File: config.mk
export PLATFORM = sky130hd
export DESIGN_NAME = player_move_ctrl
export DESIGN_NICKNAME = d
export VERILOG_FILES = /design/src/rtl/player_move_ctrl.sv
export SDC_FILE = /design/constraint.sdc
export NUM_CORES = 2
export LEC_CHECK = 0
export CORE_AREA = 3 3 610 612
export DETAILED_ROUTE_END_ITERATION = 6
export DIE_AREA = 0 0 613 615
export DONT_BUFFER_PORTS = 1
export GPL_ROUTABILITY_DRIVEN = 1
export PLACE_DENSITY_LB_ADDON = 0.1
export SYNTH_ARGS = -nofsm -noshare
export SYNTH_HDL_FRONTEND = slang
export SYNTH_SLANG_ARGS = --single-unit
File: constraint.sdc
create_clock -name clk -period 6.6 [get_ports clk]
set_input_delay 0.66 -clock clk [delete_from_list [all_inputs] [get_ports clk]]
set_output_delay 0.66 -clock clk [all_outputs]
set_load 0.02 [all_outputs]
File: src/rtl/player_move_ctrl.sv
// rtl/player_move_ctrl.sv - multi-player tile movement controller with bounds, collision and trail handling
package game_pkg;
  typedef enum logic [2:0] {WAIT = 3'd0, UP = 3'd1, DOWN = 3'd2, LEFT = 3'd3, RIGHT = 3'd4} directions;
  typedef enum logic [1:0] {EMPTY = 2'd0, WALL = 2'd1, PLAYER1 = 2'd2, PLAYER2 = 2'd3} tile;
endpackage

module player_move_ctrl
  import game_pkg::*;
#(
  parameter int MAP_W       = 32,
  parameter int MAP_H       = 24,
  parameter int NUM_PLAYERS = 2,
  parameter int WRAP        = 0,
  parameter int TRAIL       = 1,
  parameter int START_X0    = 10,
  parameter int START_Y0    = 18,
  parameter int START_X1    = 21,
  parameter int START_Y1    = 18
) (
  input  logic                       clk,
  input  logic                       rst,
  input  logic                       clear,
  input  logic                       step,
  input  directions                  direction [NUM_PLAYERS],
  output logic                       ready,
  output logic [$clog2(MAP_W)-1:0]   pos_x [NUM_PLAYERS],
  output logic [$clog2(MAP_H)-1:0]   pos_y [NUM_PLAYERS],
  output logic [NUM_PLAYERS-1:0]     moved,
  output logic [NUM_PLAYERS-1:0]     blocked,
  output tile                        map [MAP_W][MAP_H]
);

  localparam int XW = $clog2(MAP_W);
  localparam int YW = $clog2(MAP_H);
  localparam logic [XW-1:0] XMAX = XW'(MAP_W - 1);
  localparam logic [YW-1:0] YMAX = YW'(MAP_H - 1);
  localparam logic [XW-1:0] START_X [2] = '{XW'(START_X0), XW'(START_X1)};
  localparam logic [YW-1:0] START_Y [2] = '{YW'(START_Y0), YW'(START_Y1)};
  localparam tile PLAYER_TILE [2] = '{PLAYER1, PLAYER2};

  localparam logic [1:0] S_IDLE   = 2'd0;
  localparam logic [1:0] S_EVAL   = 2'd1;
  localparam logic [1:0] S_COMMIT = 2'd2;

  logic [1:0]             state;
  directions              dir_q [NUM_PLAYERS];
  logic [XW-1:0]          tgt_x [NUM_PLAYERS];
  logic [YW-1:0]          tgt_y [NUM_PLAYERS];
  logic [NUM_PLAYERS-1:0] go_q;
  logic [NUM_PLAYERS-1:0] act_q;

  logic [XW-1:0]          cand_x [NUM_PLAYERS];
  logic [YW-1:0]          cand_y [NUM_PLAYERS];
  logic [NUM_PLAYERS-1:0] act;
  logic [NUM_PLAYERS-1:0] on_map;
  logic [NUM_PLAYERS-1:0] legal;

  assign ready = (state == S_IDLE);

  always_ff @(posedge clk or negedge rst) begin
    if (!rst) begin
      state <= S_IDLE;
    end else if (clear) begin
      state <= S_IDLE;
    end else begin
      case (state)
        S_IDLE:   if (step) state <= S_EVAL;
        S_EVAL:   state <= S_COMMIT;
        S_COMMIT: state <= S_IDLE;
        default:  state <= S_IDLE;
      endcase
    end
  end

  // Off-map targets are still given the wrapped cell so the map lookup stays in range.
  always_comb begin
    for (int p = 0; p < NUM_PLAYERS; p++) begin
      cand_x[p] = pos_x[p];
      cand_y[p] = pos_y[p];
      act[p]    = (dir_q[p] != WAIT);
      on_map[p] = 1'b1;
      case (dir_q[p])
        UP: begin
          if (pos_y[p] == '0) begin
            on_map[p] = 1'b0;
            cand_y[p] = YMAX;
          end else begin
            cand_y[p] = pos_y[p] - YW'(1);
          end
        end
        DOWN: begin
          if (pos_y[p] == YMAX) begin
            on_map[p] = 1'b0;
            cand_y[p] = '0;
          end else begin
            cand_y[p] = pos_y[p] + YW'(1);
          end
        end
        LEFT: begin
          if (pos_x[p] == '0) begin
            on_map[p] = 1'b0;
            cand_x[p] = XMAX;
          end else begin
            cand_x[p] = pos_x[p] - XW'(1);
          end
        end
        RIGHT: begin
          if (pos_x[p] == XMAX) begin
            on_map[p] = 1'b0;
            cand_x[p] = '0;
          end else begin
            cand_x[p] = pos_x[p] + XW'(1);
          end
        end
        default: ;
      endcase
    end

    for (int p = 0; p < NUM_PLAYERS; p++) begin
      legal[p] = act[p] && (on_map[p] || (WRAP != 0)) &&
                 (map[cand_x[p]][cand_y[p]] == EMPTY);
      for (int q = 0; q < NUM_PLAYERS; q++) begin
        if (q != p && act[q] && (on_map[q] || (WRAP != 0)) &&
            cand_x[q] == cand_x[p] && cand_y[q] == cand_y[p])
          legal[p] = 1'b0;
      end
    end
  end

  always_ff @(posedge clk or negedge rst) begin
    if (!rst) begin
      for (int p = 0; p < NUM_PLAYERS; p++) begin
        dir_q[p] <= WAIT;
        tgt_x[p] <= '0;
        tgt_y[p] <= '0;
        pos_x[p] <= START_X[p];
        pos_y[p] <= START_Y[p];
      end
      go_q    <= '0;
      act_q   <= '0;
      moved   <= '0;
      blocked <= '0;
    end else if (clear) begin
      for (int p = 0; p < NUM_PLAYERS; p++) begin
        dir_q[p] <= WAIT;
        tgt_x[p] <= '0;
        tgt_y[p] <= '0;
        pos_x[p] <= START_X[p];
        pos_y[p] <= START_Y[p];
      end
      go_q    <= '0;
      act_q   <= '0;
      moved   <= '0;
      blocked <= '0;
    end else begin
      moved   <= '0;
      blocked <= '0;
      if (state == S_IDLE && step) begin
        for (int p = 0; p < NUM_PLAYERS; p++) dir_q[p] <= direction[p];
      end
      if (state == S_EVAL) begin
        for (int p = 0; p < NUM_PLAYERS; p++) begin
          tgt_x[p] <= cand_x[p];
          tgt_y[p] <= cand_y[p];
        end
        go_q  <= legal;
        act_q <= act;
      end
      if (state == S_COMMIT) begin
        moved   <= act_q & go_q;
        blocked <= act_q & ~go_q;
        for (int p = 0; p < NUM_PLAYERS; p++) begin
          if (go_q[p]) begin
            pos_x[p] <= tgt_x[p];
            pos_y[p] <= tgt_y[p];
          end
        end
      end
    end
  end

  // One register per cell; positions still hold the source cells during COMMIT.
  for (genvar gx = 0; gx < MAP_W; gx++) begin : g_col
    for (genvar gy = 0; gy < MAP_H; gy++) begin : g_cell
      localparam logic [XW-1:0] CX = XW'(gx);
      localparam logic [YW-1:0] CY = YW'(gy);
      localparam tile INIT =
        (gx == START_X0 && gy == START_Y0) ? PLAYER1 :
        (NUM_PLAYERS > 1 && gx == START_X1 && gy == START_Y1) ? PLAYER2 : EMPTY;

      tile  cell_q;
      tile  cell_d;
      logic cell_wr;

      always_comb begin
        cell_wr = 1'b0;
        cell_d  = EMPTY;
        for (int p = 0; p < NUM_PLAYERS; p++) begin
          if (go_q[p] && tgt_x[p] == CX && tgt_y[p] == CY) begin
            cell_wr = 1'b1;
            cell_d  = PLAYER_TILE[p];
          end else if (go_q[p] && TRAIL == 0 && !cell_wr &&
                       pos_x[p] == CX && pos_y[p] == CY) begin
            cell_wr = 1'b1;
            cell_d  = EMPTY;
          end
        end
      end

      always_ff @(posedge clk or negedge rst) begin
        if (!rst) begin
          cell_q <= INIT;
        end else if (clear) begin
          cell_q <= INIT;
        end else if (state == S_COMMIT && cell_wr) begin
          cell_q <= cell_d;
        end
      end

      assign map[gx][gy] = cell_q;
    end
  end

endmodule
==> key figures <==
Synthesis
  – Top-area cell type share of the netlist area: 0.455
  – Synth area leader: dfrtp_1
  – Syn_nets: 10700
  – Post-synth cell types: 98
  – #FFs+latches synth: 1592
  – Warnings, synthesis: 0
  – Top FF cell, synth: dfrtp_1
  – Synth Cell Area: 86900 sq um
  – Largest cells by area after synthesis: dfrtp_1 (46%), a21oi_1 (13%), nand2_1 (8.3%), o21ai_0 (4.3%), nor3_1 (3.4%)
  – Synth cell count leaders: a21oi_1 (2289), nand2_1 (1911), dfrtp_1 (1580)
  – Mapped Cells: 10600
  – Post-Syn Area per Cell: 8.16 sq um
  – Sequential fraction of the synthesis area: 0.459
  – Ys async rst share: 1.00
  – Most common cell in the netlist: a21oi_1
  – Post-synth EDFFs: 0

Worst setup path
  – Crit path max fanout: 30
  – CP peak stage delay: 0.81 ns
  – Critical path type: reg -> reg
  – CP top delay family: compound AO/OA/AOI/OAI gates
  – Worst EP required: 7.39 ns
  – Worst reg2reg setup slack: -0.10 ns
  – CP Cell Sequence: ha_1 > and3_1 > ha_1 > or4b_4 > nor2_4 > o21a_4 > buf_12 > buf_12 > mux2i_2 > a32oi_1 > a31oi_1 > a2111o_1 > nand4_1 > a221oi_2 > buf_4 > nor4_1
  – Startpoint Class: register
  – Worst path arrival time: 7.49 ns
  – WP buf/inv: 3
  – Crit end category: register
  – Slowest cell on crit path: o21a_4

Run
  – Max-Cap Viols: 5

Route
  – Final ANT Viol Nets: 0
  – DR vias: 103000
  – Routed len/inst: 56.0 um
  – DRC viols: 0
  – WL final: 864000 um
  – Via density: 6.68
  – Drt pass-1 iters: 6
  – Drt initial violations: 18000

Place
  – Routability Congestion: 0.993
  – Input/output buffers: 0
  – HPWL Detailed: 616000 um
  – Area after DPL: 94500 sq um
  – DP Worst Slack: -0.660 ns

Die
  – Die width: 613 um
  – IO Pins: 1571
  – Die height: 615 um
  – Initial Util: 0.236
  – Num rows: 223
  – Core Region: 368000 sq um
  – Die Area: 377000 sq um

Clock tree
  – Longest Clk Path Bufs: 4
  – CTS sink cnt: 1592
  – Cts bufs inserted: 212
  – Worst-path clk slew: 0.07 ns
  – Clock root buffer: clkbuf_16
  – CTS HTree Levels: 4
  – Skew-Pair Late Insertion Delay: 0.97 ns
  – CTS tree: built

Global route
  – Routing usage on met1: 0.504
  – Number of global-route vias before repair: 92400
  – Met2 usage: 0.635
  – First-pass GRT wire length: 1080000 um
  – Global Route Usage Sum: 0.439
  – Gr busiest metal: met2
  – Largest net degree at the start of global routing: 326
  – Number of antenna violations at the first check in global routing: 156
  – Remaining Overflow, GRT: 0
  – GR Util met3: 0.187

STA
  – # setup viols final: 1
  – Final slew viol count: 305
  – Worst hold margin: 0.147 ns
  – Period minus WS final: 6.70 ns
  – Setup repair after global routing missed its margin: false
  – Relative slew slack: -0.194
  – Max Clock Skew: 0.0711 ns
  – Fin crit share: 1.02
  – Fmax: 149 MHz
  – Hold Fails Final Rpt: 0
  – Slew @ Worst Pin: 1.79 ns
  – Final worst slack: -0.102 ns

Layout
  – Post-route design area: 102000 sq um
  – Fin nets: 10300
  – Layout cells sized above 1: 0.111
  – Area Overhead vs Synth: 17.7%

Pwr
  – Pwr dens: 244 nW/um^2
  – P_leak: 38.9 nW
  – Final total power: 24.9 mW
  – Peak supply drop: 0.212 mV

Hold path
  – Hold crit path type: in -> async

Status
  – Failing checks: capacitance limit, slew limit, setup timing
  – Status: complete, but fails checks
## sequential cells by signal, summed over array words and instances, names as in the netlist
name and flops:
go_q 2, g_col.g_cell.cell_q 1536, state 2, dir_q 6
pos_x 10, tgt_x 10, act_q 2, tgt_y 10
moved 2, blocked 2, pos_y 10
## path summary, 6_finish.rpt
kind                           from                        endpoint  cells after the start
setup / recovery           pos_x[0]                         go_q[1]                     16
hold / removal                  rst    g_col[9].g_cell[1].cell_q[0]                      2
setup reg to reg           pos_x[0]                         go_q[1]                     16
hold reg to reg            act_q[0]                        act_q[0]                      2
max in group asynchronous       rst  g_col[22].g_cell[17].cell_q[1]                      8
min in group clk              clear  g_col[29].g_cell[21].cell_q[0]                      2
## logic make-up after synthesis
family | count (synthesis) | share of synthesized area
buf+inv | 1047 | 0.0509
compound gates | 3919 | 0.257
simple gates | 3769 | 0.190
flops | 1592 | 0.459
xor+xnor | 14 | 0.00141
mux | 289 | 0.0404
fa+ha+maj | 10 | 0.00144
## per-layer routing
| layer | part of all wire | vias up |
|---|---|---|
| li1 | - | 38200 |
| met1 | 0.35 | 53200 |
| met2 | 0.42 | 9298 |
| met3 | 0.13 | 2271 |
| met4 | 0.093 | 36 |
| met5 | 0.00045 | - |
## placed cells by master (no fill, tap or decap), drive strengths merged, types with 84 or more instances in the layout
cell type  count
nand3        439
buf          455
mux2i        228
o21ai        742
nor2         472
a21oi       2291
a211oi       101
nor3         591
a22oi        144
or3           84
clkbuf       299
o311ai       192
a31oi         92
diode        113
nand2       1911
dfrtp       1580
## where the power goes
group          switching, mW  total [mW]  internal, mW
combinational           2.13        2.66         0.533
sequential            0.0466        9.82          9.77
clock                   5.30        12.5          7.17
## metrics by stage
| stage | TNS, ns | std cells | util |
|---|---|---|---|
| after detailed placement | -0.660 | 14900 | 0.257 |
| after global placement | -0.722 | 14900 | 0.257 |
| after floorplan | 0 | 10600 | - |
| after CTS | 0 | 15300 | 0.277 |
| after global routing | 0 | 15300 | 0.277 |
| final | -0.102 | 15400 | 0.278 |
## timing repair
| item | CTS | global route |
|---|---|---|
| hold buffers | 9 | 0 |
| setup endpoints to repair | 1 | 1 |
| hold endpoints to repair | 203 | 0 |
| setup buffers | 6 | 0 |
| pin swaps | 2 | 0 |
| gates cloned | 2 | 0 |
| resized for setup | 3 | 1 |
## layout make-up
cell class	count	area [sq um]
timing repair buffer	462	4460
clock buffer	299	6090
multi-input combinational	8003	44300
inverter	36	135
clock inverter	80	1110
antenna	113	283
sequential	1592	39900
tap	4837	6050
fill	39300	266000
No activity file was read; power rests on OpenSTA's default activity.
